$ cat src/rtl/stopwatch_pkg.sv
// Shared definitions for the stopwatch control slice: FSM state encodings,
// state width and the default alarm hold length.
package stopwatch_pkg;

   localparam int ST_W = 2;

   typedef enum logic [ST_W-1:0] {
      ST_STOP  = 2'b00,
      ST_RUN   = 2'b01,
      ST_CLEAR = 2'b10,
      ST_DONE  = 2'b11
   } state_e;

   // 0.5 s of alarm at a 100 MHz system clock
   localparam int DEF_ALARM_CYCLES = 50_000_000;

   // Counter width able to hold cycles-1, never narrower than one bit
   function automatic int cnt_width(input int cycles);
      int w;
      w = $clog2(cycles);
      if (w < 1) begin
         w = 1;
      end else begin
         w = w;
      end
      return w;
   endfunction

endpackage

$ cat src/rtl/done_timer.sv
// Down-count hold timer for the DONE alarm. A start loads CYCLES-1 and the
// count falls by one per cycle; 'expired' is high while the count sits at zero
// and the timer is still armed, so the owner sees it on the last hold cycle.
// An abort (or the expiry itself) disarms the timer and returns it to zero.
module done_timer
   import stopwatch_pkg::*;
#(
   parameter int CYCLES = DEF_ALARM_CYCLES
)(
   input  logic clk,
   input  logic rst,
   input  logic start,
   input  logic abort,
   output logic expired
);

   localparam int W = cnt_width(CYCLES);

   logic [W-1:0] count_r;
   logic         active_r;

   // Expiry is decoded from flop outputs only, so it carries no input glitches
   assign expired = active_r && (count_r == {W{1'b0}});

   // Load on start, disarm on abort or expiry, otherwise count down while armed
   always_ff @(posedge clk) begin
      if (rst) begin
         count_r  <= {W{1'b0}};
         active_r <= 1'b0;
      end else if (start) begin
         count_r  <= W'(CYCLES - 1);
         active_r <= 1'b1;
      end else if (abort || expired) begin
         count_r  <= {W{1'b0}};
         active_r <= 1'b0;
      end else if (active_r) begin
         count_r  <= count_r - {{(W-1){1'b0}}, 1'b1};
         active_r <= 1'b1;
      end else begin
         count_r  <= count_r;
         active_r <= active_r;
      end
   end

endmodule

$ cat src/rtl/stopwatch_ctrl.sv
// Stopwatch control unit: turns single-cycle button pulses into registered
// run/clear/mode levels for the datapath and holds a timed alarm when a
// count-down run reaches zero. Every output is a flop decoded from the next
// state so the datapath's clock gate sees clean levels.
module stopwatch_ctrl
   import stopwatch_pkg::*;
#(
   parameter int ALARM_CYCLES = DEF_ALARM_CYCLES
)(
   input  logic            clk,
   input  logic            rst,
   input  logic            i_btn_run,
   input  logic            i_btn_clear,
   input  logic            i_btn_mode,
   input  logic            i_zero,
   output logic            o_run_stop,
   output logic            o_clear,
   output logic            o_count_down,
   output logic            o_done,
   output logic [ST_W-1:0] o_state
);

   state_e state_r;
   state_e next_state_s;
   logic   toggle_mode_s;
   logic   run_stop_r;
   logic   clear_r;
   logic   count_down_r;
   logic   done_r;
   logic   expiry_s;
   logic   timer_start_s;
   logic   timer_abort_s;
   logic   timer_expired_s;

   // A count-down run has nothing left to count once the datapath reads zero
   assign expiry_s = count_down_r && i_zero;

   // Next-state decode; each state evaluates its buttons in priority order
   always_comb begin
      next_state_s  = state_r;
      toggle_mode_s = 1'b0;
      case (state_r)
         ST_STOP: begin
            if (i_btn_clear) begin
               next_state_s = ST_CLEAR;
            end else if (i_btn_mode) begin
               toggle_mode_s = 1'b1;
               next_state_s  = ST_CLEAR;
            end else if (i_btn_run && !expiry_s) begin
               next_state_s = ST_RUN;
            end else begin
               next_state_s = ST_STOP;
            end
         end
         ST_RUN: begin
            // Expiry wins over a simultaneous stop press so the alarm is not lost
            if (expiry_s) begin
               next_state_s = ST_DONE;
            end else if (i_btn_run) begin
               next_state_s = ST_STOP;
            end else begin
               next_state_s = ST_RUN;
            end
         end
         ST_CLEAR: begin
            next_state_s = ST_STOP;
         end
         ST_DONE: begin
            if (i_btn_clear) begin
               next_state_s = ST_CLEAR;
            end else if (i_btn_run || i_btn_mode) begin
               next_state_s = ST_STOP;
            end else if (timer_expired_s) begin
               next_state_s = ST_STOP;
            end else begin
               next_state_s = ST_DONE;
            end
         end
         default: begin
            next_state_s = ST_STOP;
         end
      endcase
   end

   // Arm the hold timer on entry to DONE and disarm it on any exit
   always_comb begin
      timer_start_s = (next_state_s == ST_DONE) && (state_r != ST_DONE);
      timer_abort_s = (state_r == ST_DONE) && (next_state_s != ST_DONE);
   end

   done_timer #(
      .CYCLES (ALARM_CYCLES)
   ) u_done_timer (
      .clk     (clk),
      .rst     (rst),
      .start   (timer_start_s),
      .abort   (timer_abort_s),
      .expired (timer_expired_s)
   );

   // State register
   always_ff @(posedge clk) begin
      if (rst) begin
         state_r <= ST_STOP;
      end else begin
         state_r <= next_state_s;
      end
   end

   // Mode register: flips only on a mode press taken while stopped
   always_ff @(posedge clk) begin
      if (rst) begin
         count_down_r <= 1'b0;
      end else if (toggle_mode_s) begin
         count_down_r <= ~count_down_r;
      end else begin
         count_down_r <= count_down_r;
      end
   end

   // Output flops decoded from the next state so they switch with the state
   always_ff @(posedge clk) begin
      if (rst) begin
         run_stop_r <= 1'b0;
         clear_r    <= 1'b0;
         done_r     <= 1'b0;
      end else begin
         run_stop_r <= (next_state_s == ST_RUN);
         clear_r    <= (next_state_s == ST_CLEAR);
         done_r     <= (next_state_s == ST_DONE);
      end
   end

   assign o_run_stop   = run_stop_r;
   assign o_clear      = clear_r;
   assign o_count_down = count_down_r;
   assign o_done       = done_r;
   assign o_state      = state_r;

endmodule

$ cat config.mk
export PLATFORM = sky130hd
export DESIGN_NAME = stopwatch_ctrl
export DESIGN_NICKNAME = d
export VERILOG_FILES = /design/src/rtl/stopwatch_pkg.sv /design/src/rtl/done_timer.sv /design/src/rtl/stopwatch_ctrl.sv
export SDC_FILE = /design/constraint.sdc
export NUM_CORES = 1
export LEC_CHECK = 0
export CAP_MARGIN = 20
export CORE_MARGIN = 2
export CORE_UTILIZATION = 57
export CTS_CLUSTER_DIAMETER = 200
export DETAILED_ROUTE_END_ITERATION = 6
export HOLD_SLACK_MARGIN = 0.05
export PLACE_DENSITY_LB_ADDON = 0.12
export SYNTH_ARGS = -nofsm -noshare
export SYNTH_HDL_FRONTEND = slang
export SYNTH_SLANG_ARGS = --single-unit
$ cat constraint.sdc
create_clock -name clk -period 2.8 [get_ports clk]
set_clock_uncertainty 0.2 [all_clocks]
set_input_delay 0.42 -clock clk [delete_from_list [all_inputs] [get_ports clk]]
set_output_delay 0.42 -clock clk [all_outputs]
set_load 0.1 [all_outputs]
* Yosys cells after proc, flatten, opt, wreduce, memory -nomap -nowiden *
Cells that the tools add are included.

word-level totals
  word-level logic and storage cells = 48
  output and inout port bits = 6
  bits in registers = 33

operators by class
  mux-type cells = 18
  equal/unequal tests = 8
  add/sub/neg operators = 1
  reduce and logical (&&, ||, !) cells = 12
  bitwise gates (word level) = 1

operators by type and width
  kind                                                count
  2-to-1 mux 26 bit                                   3
  zero test 26 bit                                    1
  subtractor 26 x 1 -> 26 bit, second input constant  1
  2-to-1 mux 2 bit                                    6
  == test 2 bit, second input constant                4
  2-to-1 mux 1 bit                                    8
  one-hot mux 2 bit (4 select lines)                  1
  logical AND 1 bit                                   5
  == test 2 x 1 -> 1 bit, second input constant       2
  != test 2 bit, second input constant                2
  nonzero test 3 bit                                  1
  OR reduction 3 bit                                  1
  zero test 2 bit                                     1
  logical OR 1 bit                                    2
  zero test 1 bit                                     1
  inverter 1 bit                                      1

* Depth between registers and ports, before layout *
Gate-level depths: netlist of the first run.

  word-level depth = 12
  mapped depth = 8
  gate-level depth less buffers = 7

* Hierarchy *
A second synthesis of the first run with hierarchy kept.

second synthesis, totals
  cell total of the unflattened synthesis = 218
  area total of the unflattened synthesis = 1811.7 um2

modules (own cells, without submodules)
  module          area an instance (um2)  sequential area each (um2)  cells each  times used
  done_timer      1505.2                  540.5                       189         1
  stopwatch_ctrl  306.5                   120.1                       29          1

* Least setup slack after synthesis of the first run *
Ideal clock, no wire load.

  path type = register to register
  start = register state_r[0] (netlist: o_state[0])
  end = register u_done_timer.count_r[15]
  setup time = 0.071 ns
  period minus slack after synthesis = 2.647 ns
  slack = 0.153 ns
  data arrival time = 2.376 ns
  stages on the path, launching flop included = 8
  cells stage by stage = dfxtp_1 -> clkbuf_1 -> nand2_1 -> or4_1 -> a2bb2oi_2 -> buf_6 -> o21ai_1 -> a21oi_1

between the ends
  word-level cells in the longest chain between the ends = 7
  elaborated cells between the ends (all ways) = 14
  classes of those cells = eq/ne (6); mux (3); reduce/logical (5)

RTL lines
  what                                   line                                        text
  start, declared                        stopwatch_ctrl.sv:23                        state_e state_r;
  start signal, assigned                 stopwatch_ctrl.sv:106                       state_r <= next_state_s;
  == test 2 bit (tied with other cells)  stopwatch_ctrl.sv:42, stopwatch_ctrl.sv:88
  one-hot mux 2 bit (4 select lines)     stopwatch_ctrl.sv:42                        case (state_r)
  != test 2 bit                          stopwatch_ctrl.sv:88                        timer_abort_s = (state_r == ST_DONE) && (next_state_s != ST_DONE);
  logical AND 1 bit                      stopwatch_ctrl.sv:88
  logical OR 1 bit                       done_timer.sv:33                            end else if (abort || expired) begin
  2-to-1 mux 26 bit                      done_timer.sv:33
  2-to-1 mux 26 bit                      done_timer.sv:30                            end else if (start) begin
  end signal, assigned                   done_timer.sv:31                            count_r <= W'(CYCLES - 1);
  end signal, assigned                   done_timer.sv:34                            count_r <= {W{1'b0}};
  end signal, assigned                   done_timer.sv:37                            count_r <= count_r - {{(W-1){1'b0}}, 1'b1};
  end, declared                          done_timer.sv:19                            logic [W-1:0] count_r;

Several ways; a longest one is shown, not always the timed one.
A chain may end at the register's enable or synchronous reset.

* Worst setup path in the final report of the first run *
  start = register u_done_timer.active_r
  end = register u_done_timer.count_r[23]

between the ends
  word-level cells in the longest chain between the ends = 10
  elaborated cells between the ends (all ways) = 13
  classes of those cells = eq/ne (2); mux (6); reduce/logical (5)

RTL lines
  what                                line                  text
  start, declared                     done_timer.sv:20      logic active_r;
  start signal, assigned              done_timer.sv:41      active_r <= active_r;
  logical AND 1 bit                   done_timer.sv:23      assign expired = active_r && (count_r == {W{1'b0}});
  2-to-1 mux 2 bit                    stopwatch_ctrl.sv:73  end else if (timer_expired_s) begin
  2-to-1 mux 2 bit                    stopwatch_ctrl.sv:71  end else if (i_btn_run || i_btn_mode) begin
  2-to-1 mux 2 bit                    stopwatch_ctrl.sv:69  if (i_btn_clear) begin
  one-hot mux 2 bit (4 select lines)  stopwatch_ctrl.sv:42
  != test 2 bit                       stopwatch_ctrl.sv:88
  logical AND 1 bit                   stopwatch_ctrl.sv:88
  logical OR 1 bit                    done_timer.sv:33
  2-to-1 mux 26 bit                   done_timer.sv:33
  2-to-1 mux 26 bit                   done_timer.sv:30

Several ways; a longest one is shown, not always the timed one.

==> reports/metrics.cfg, run 1 <==
[finish]
syn_to_final_growth_pct=11.1
final_common_cell=dfxtp_1
drive_gt1_share_pct=17.8
n_antenna_cell=0
layout.cells.non_filler=233
nets=209
final_cell_mix=dfxtp_1, nand2_1, nor2_1
stdcell_area_um2=1880

[cts]
clk_pin_slew_ns=0.10
htreeDepth=2
numCtsBuffers=5
cts_setup_buffers=0
cts_resized=0
ctsLongestPathBuffers=2
cts_tree=yes
insertion_delay_ns=0.33
clkSinkCount=33
hold_buffers=0
root_buffer=clkbuf_4

[hold_path]
hold_class=reg2reg
holdPathEnd=u_done_timer.count_r[20]
hp-start=u_done_timer.count_r[20]
holdPathStages=2

[drt]
ant_nets=0
wl_per_cell_um=13.9
dr.pass1.iters=4
via_count=1335
drt_iter0_drc=47
routed_wl_um=3250
vias_per_cell=5.73
drc=0

[critical_path]
r2r_cells=5
rrSetupSlack_ns=0.40
start_kind=register
crit_type=reg2reg
r2r-end=u_done_timer.count_r[23]
worstReg2RegStart=u_done_timer.active_r
cp_slowest_stage_delay_ns=0.57
slowest_stage=or4_4
critPathBufInv=0
crit_family=simple AND/OR/NAND/NOR gates
required_ns=2.82
crit_chain=or4b_1 > or4_4 > nor4b_2 > xnor2_1 > o21ai_1
cp_data_arrival_time_ns=2.42
end_kind=register
crit_fanout=13

[timing]
final_hold_viol_count=0
relSlewSlack_pct=63.1
rsz0062_at_grt=no
report.final.slew_viol_count=0
final-setup-viol-count=0
layout_min_cycle_time_ns=2.40
worstMarginPinSlew_ns=0.546
holdWs_ns=0.359
fmax_mhz=416
tns_ns=0
period_share_pct=85.8

[floorplan]
die_w_um=58.5
fp.dieH_um=58.5
ios=12
placementRows=19
start_util_pct=60.9
die-area_um2=3420
coreArea_um2=2780

[status]
status=complete, no violations

[logic_synthesis]
yosys.area.top_type=dfxtp_1
synth-seq-cells=33
syn_inst=187
synthesis.area_um2=1690
synth_top_area_share_pct=39.0
syn_nets=195
synth_cell_types=49
synthTopCellsByArea=dfxtp_1, xnor2_1, xor2_1, a21oi_1, nand2_1
syn_avg_cell_area_um2=9.05
yosys_warnings=0
synth_seq_area_share_pct=39.0

[pwr]
p_leak_nw=0.736
p_seq_share_pct=53.8
p_per_area_nw_per_um2=482
intPower_uw=660
clkPwrFrac_pct=33.2
vdd_ir_drop_max_mv=0.428
p_comb_share_pct=13.0
p_sw_uw=245
switching_share_pct=27.1

[placed_design]
hpwl_um=2380
dp.cells=225
portBuffers=11
place_area_um2=1810
routabilityCongestion=0.891

[grt]
grt_overflow=0
grtUsageTotal_pct=21.9
grt_pass1_vias=1291
grt_max_degree=14
grt_pass1_wl_um=5640
grt_antenna_before_repair=0

[flow_run]
cap_viol_max_count=0

-- layer usage --
layer / global-route usage, % / vias to the layer above / share of wire (%)
met1: 26.1 / 616 / 47
li1: - / 693 / -
met5: 0 / - / 0
met4: 9.30 / 0 / 1.2
met2: 35.6 / 21 / 48
met3: 7.91 / 5 / 3.6
-- through the flow --
| stage | setup slack [ns] | utilization, % | total power, mW |
|---|---|---|---|
| detailed placement | 0.181 | 65.1 | 0.616 |
| global route | 0.276 | 67.6 | 0.943 |
| finish | 0.398 | 67.6 | 0.906 |
| CTS | 0.390 | 67.6 | 0.918 |
| global placement | 0.239 | 65.1 | 0.615 |
| floorplan | 0.153 | - | 0.587 |
-- tightest hold or removal path: stages (launching register included) --
cell and delay, ns:
dfxtp_1 0.35, xor2_1 0.07, o21ai_1 0.11
-- cell families (layout without fill, tap and decap cells) --
logic type	count (synthesis)	count (layout)	share of synthesized area (%)
DFF	33	33	39.0
AOI/OAI and AO/OA	34	34	12.0
muxes	1	1	0.591
buffers and inverters	11	26	3.62
and+or+nand+nor	84	84	31.9
xor gates and xnor gates	22	22	11.4
adders and majority gates	2	2	1.48
-- flip-flops by register name (all words and copies together) (netlist names) --
signal                 flops
o_clear                    1
u_done_timer.active_r      1
o_run_stop                 1
u_done_timer.count_r      26
o_done                     1
o_count_down               1
o_state                    2
-- Yosys cell counts (all sizes together) --
master   number
nor4b         3
or2           1
o31a          1
nor2b         1
a21o          1
nand4         3
or4           4
clkbuf        4
nand3b        2
o22a          1
and2          3
nand2        18
a21oi        15
o31ai         1
a21boi        1
nand4b        1
o211ai        1
mux2i         1
o21a          1
nor4bb        1
a2bb2oi       1
nor2         17
or4b          1
nand2b        1
xor2         11
nor3b         5
nand3         3
dfxtp        33
o21ai        11
or3           3
buf           5
ha            2
inv           2
nor3         10
nor4          7
xnor2        11
-- power groups by stage --
stage / clock, mW / sequential (mW) / combinational, mW
floorplan: 0 / 0.538 / 0.0485
global placement: 0 / 0.498 / 0.117
detailed placement: 0 / 0.498 / 0.118
CTS: 0.312 / 0.488 / 0.118
global route: 0.327 / 0.489 / 0.127
finish: 0.301 / 0.487 / 0.118
-- worst max path at each step --
stage | from | to | slack, ns | cells after the start
2_1_floorplan | o_state[0] | u_done_timer.count_r[15] | 0.15 | 7
3_3_place_gp | i_btn_clear | u_done_timer.active_r | 0.24 | 6
3_5_place_dp | i_btn_clear | u_done_timer.count_r[24] | 0.18 | 5
4_1_cts | u_done_timer.active_r | u_done_timer.count_r[23] | 0.39 | 5
5_1_grt | u_done_timer.active_r | u_done_timer.count_r[15] | 0.28 | 5
6_report | u_done_timer.active_r | u_done_timer.count_r[23] | 0.40 | 5
-- cell type report --
class	instances	area (um^2)
multi-input combinational	143	971
fill	238	901
sequential	33	661
timing repair buffer	16	133
clock buffer	7	65.1
tap	31	38.8
inverter	2	7.51
clock inverter	1	5.00
Note: power is estimated with default switching activity, not from simulation.
==> run 2, diff against run 1 <==
- CTS_CLUSTER_DIAMETER: 200 -> unset
==> results of run 2 <==
Same layout as run 1: the final DEF is identical, and so are final timing and power.
==> run 3, diff against run 2 <==
- RECOVER_POWER: unset -> 25
==> run 3 against run 2 <==
Effect of this change:
- routed wire length is 0.31% lower
- worst setup slack lost 0.0063 ns
- non-clock buffer count stayed put
- critical path type unchanged
- critical endpoint unchanged
- largest power group unchanged
- highest routed layer unchanged
==> reports/metrics.cfg, run 3 (same netlist as run 1, synthesis figures left out) <==
[finish]
final_common_cell=dfxtp_1
nFillCells=244  ; +2.5%
regMostFlops=u_done_timer.count_r
multiInputGateArea_um2=971  ; unchanged
seq_area_um2=661  ; unchanged
n_antenna_cell=0  ; unchanged
nets=209  ; unchanged
syn_to_final_growth_pct=9.76
final_cell_mix=dfxtp_1, nand2_1, nor2_1
drive_gt1_share_pct=14.9  ; -3.0 points
largest_reg_flops=26  ; unchanged

[timing]
fin_ws_ns=0.392  ; -0.00626 ns
report.final.slew_viol_count=0  ; unchanged
relSlewSlack_pct=22.2  ; -41 points
final_hold_viol_count=0  ; unchanged
layout_min_cycle_time_ns=2.41  ; +0.00625 ns
final-setup-viol-count=0  ; unchanged
holdWs_ns=0.356  ; -0.00222 ns
period_share_pct=86.0  ; +0.22 points
worstMarginPinSlew_ns=1.17  ; +0.627 ns
fmax_mhz=415  ; -0.26%
rsz0062_at_grt=no
tns_ns=0  ; unchanged

[floorplan]
die-area_um2=3420  ; unchanged
ios=12  ; unchanged
placementRows=19  ; unchanged
die_w_um=58.5  ; unchanged
fp.dieH_um=58.5  ; unchanged
start_util_pct=60.9  ; unchanged
coreArea_um2=2780  ; unchanged

[hold_path]
hold_class=reg2reg
holdPathStages=2  ; unchanged

[critical_path]
crit_type=reg2reg
crit_fanout=13  ; unchanged
cp_data_arrival_time_ns=2.43  ; about the same
start_kind=register
required_ns=2.82  ; about the same
end_kind=register
r2r_cells=5  ; unchanged

[pwr]
p_comb_share_pct=12.4  ; -0.6 points
vdd_ir_drop_max_mv=0.438  ; +2.6%
p_leak_nw=0.711  ; -3.3%
p_per_area_nw_per_um2=485  ; +0.77%
intPower_uw=655  ; -0.79%
switching_share_pct=27.3  ; +0.26 points
p_sw_uw=247  ; +0.53%
clkPwrFrac_pct=33.5  ; +0.3 points
p_seq_share_pct=54.0  ; +0.2 points

[grt]
grtUsageTotal_pct=21.9  ; unchanged
grt_antenna_before_repair=0  ; unchanged
grt_max_degree=14  ; unchanged
grt_overflow=0  ; unchanged
grt_pass1_wl_um=5640  ; unchanged
grt_pass1_vias=1291  ; unchanged

[drt]
ant_nets=0  ; unchanged
routed_wl_um=3240  ; -0.31%
drc=0  ; unchanged
vias_per_cell=5.76  ; +0.52%
drt_iter0_drc=37  ; -21%
dr.pass1.iters=4  ; unchanged
via_count=1342  ; +0.52%
wl_per_cell_um=13.9  ; -0.31%

[cts]
ctsLongestPathBuffers=2  ; unchanged
numCtsBuffers=5  ; unchanged
root_buffer=clkbuf_4
htreeDepth=2  ; unchanged
cts_setup_buffers=0  ; unchanged
insertion_delay_ns=0.34  ; about the same
cts_tree=yes
cts_resized=0  ; unchanged
hold_buffers=0  ; unchanged
clkSinkCount=33  ; unchanged
clk_pin_slew_ns=0.10  ; about the same

[placed_design]
post-place-ws_ns=0.181  ; unchanged
portBuffers=11  ; unchanged
routabilityCongestion=0.891  ; unchanged
hpwl_um=2380  ; unchanged

[flow_run]
cap_viol_max_count=0  ; unchanged

[status]
status=complete, no violations

## run 3: worst max-delay path, cell delays in order, from the launching register on
cell     delay, ns
dfxtp_1       0.50
or4b_1        0.49
or4_4         0.57
nor4b_2       0.28
xnor2_1       0.16
o21ai_1       0.08
## run 3: stage by stage
step	power, mW	util, %	std cells	instance area, um^2
after global routing	0.937	66.8	233	1860
after detailed placement	0.616	65.1	225	1810
after floorplan	0.587	-	187	1690
final	0.902	66.8	233	1860
after CTS	0.918	67.6	233	1880
after global placement	0.615	65.1	225	1810
## run 3: power groups by stage
stage	sequential (mW)	clock, mW	combinational [mW]
4_1_cts	0.488	0.312	0.118
3_5_place_dp	0.498	0	0.118
3_3_place_gp	0.498	0	0.117
6_report	0.487	0.302	0.112
5_1_grt	0.489	0.327	0.121
2_1_floorplan	0.538	0	0.0485
## run 3: final timing paths
check,startpoint,to,slack [ns]
max reg2reg,u_done_timer.active_r,u_done_timer.count_r[23],0.39
min reg2reg,u_done_timer.count_r[20],u_done_timer.count_r[20],0.36
max,u_done_timer.active_r,u_done_timer.count_r[23],0.39
min,u_done_timer.count_r[20],u_done_timer.count_r[20],0.36
## run 3: final cells by class
class / count / area share, %
repair buffers: 16 / 5.93
well taps: 31 / 2.09
clock buffers: 7 / 3.50
clock inverters: 1 / 0.269
flip-flops and latches: 33 / 35.6
inverters: 2 / 0.404
multi-input cells: 143 / 52.3
## run 3: per-layer routing
metal | global-route usage, % | share of wire, % | vias to the layer above
met4 | 9.30 | 1.2 | 0
met2 | 35.6 | 49 | 25
met1 | 26.1 | 46 | 620
met3 | 7.91 | 3.9 | 5
met5 | 0 | 0 | -
li1 | - | - | 692
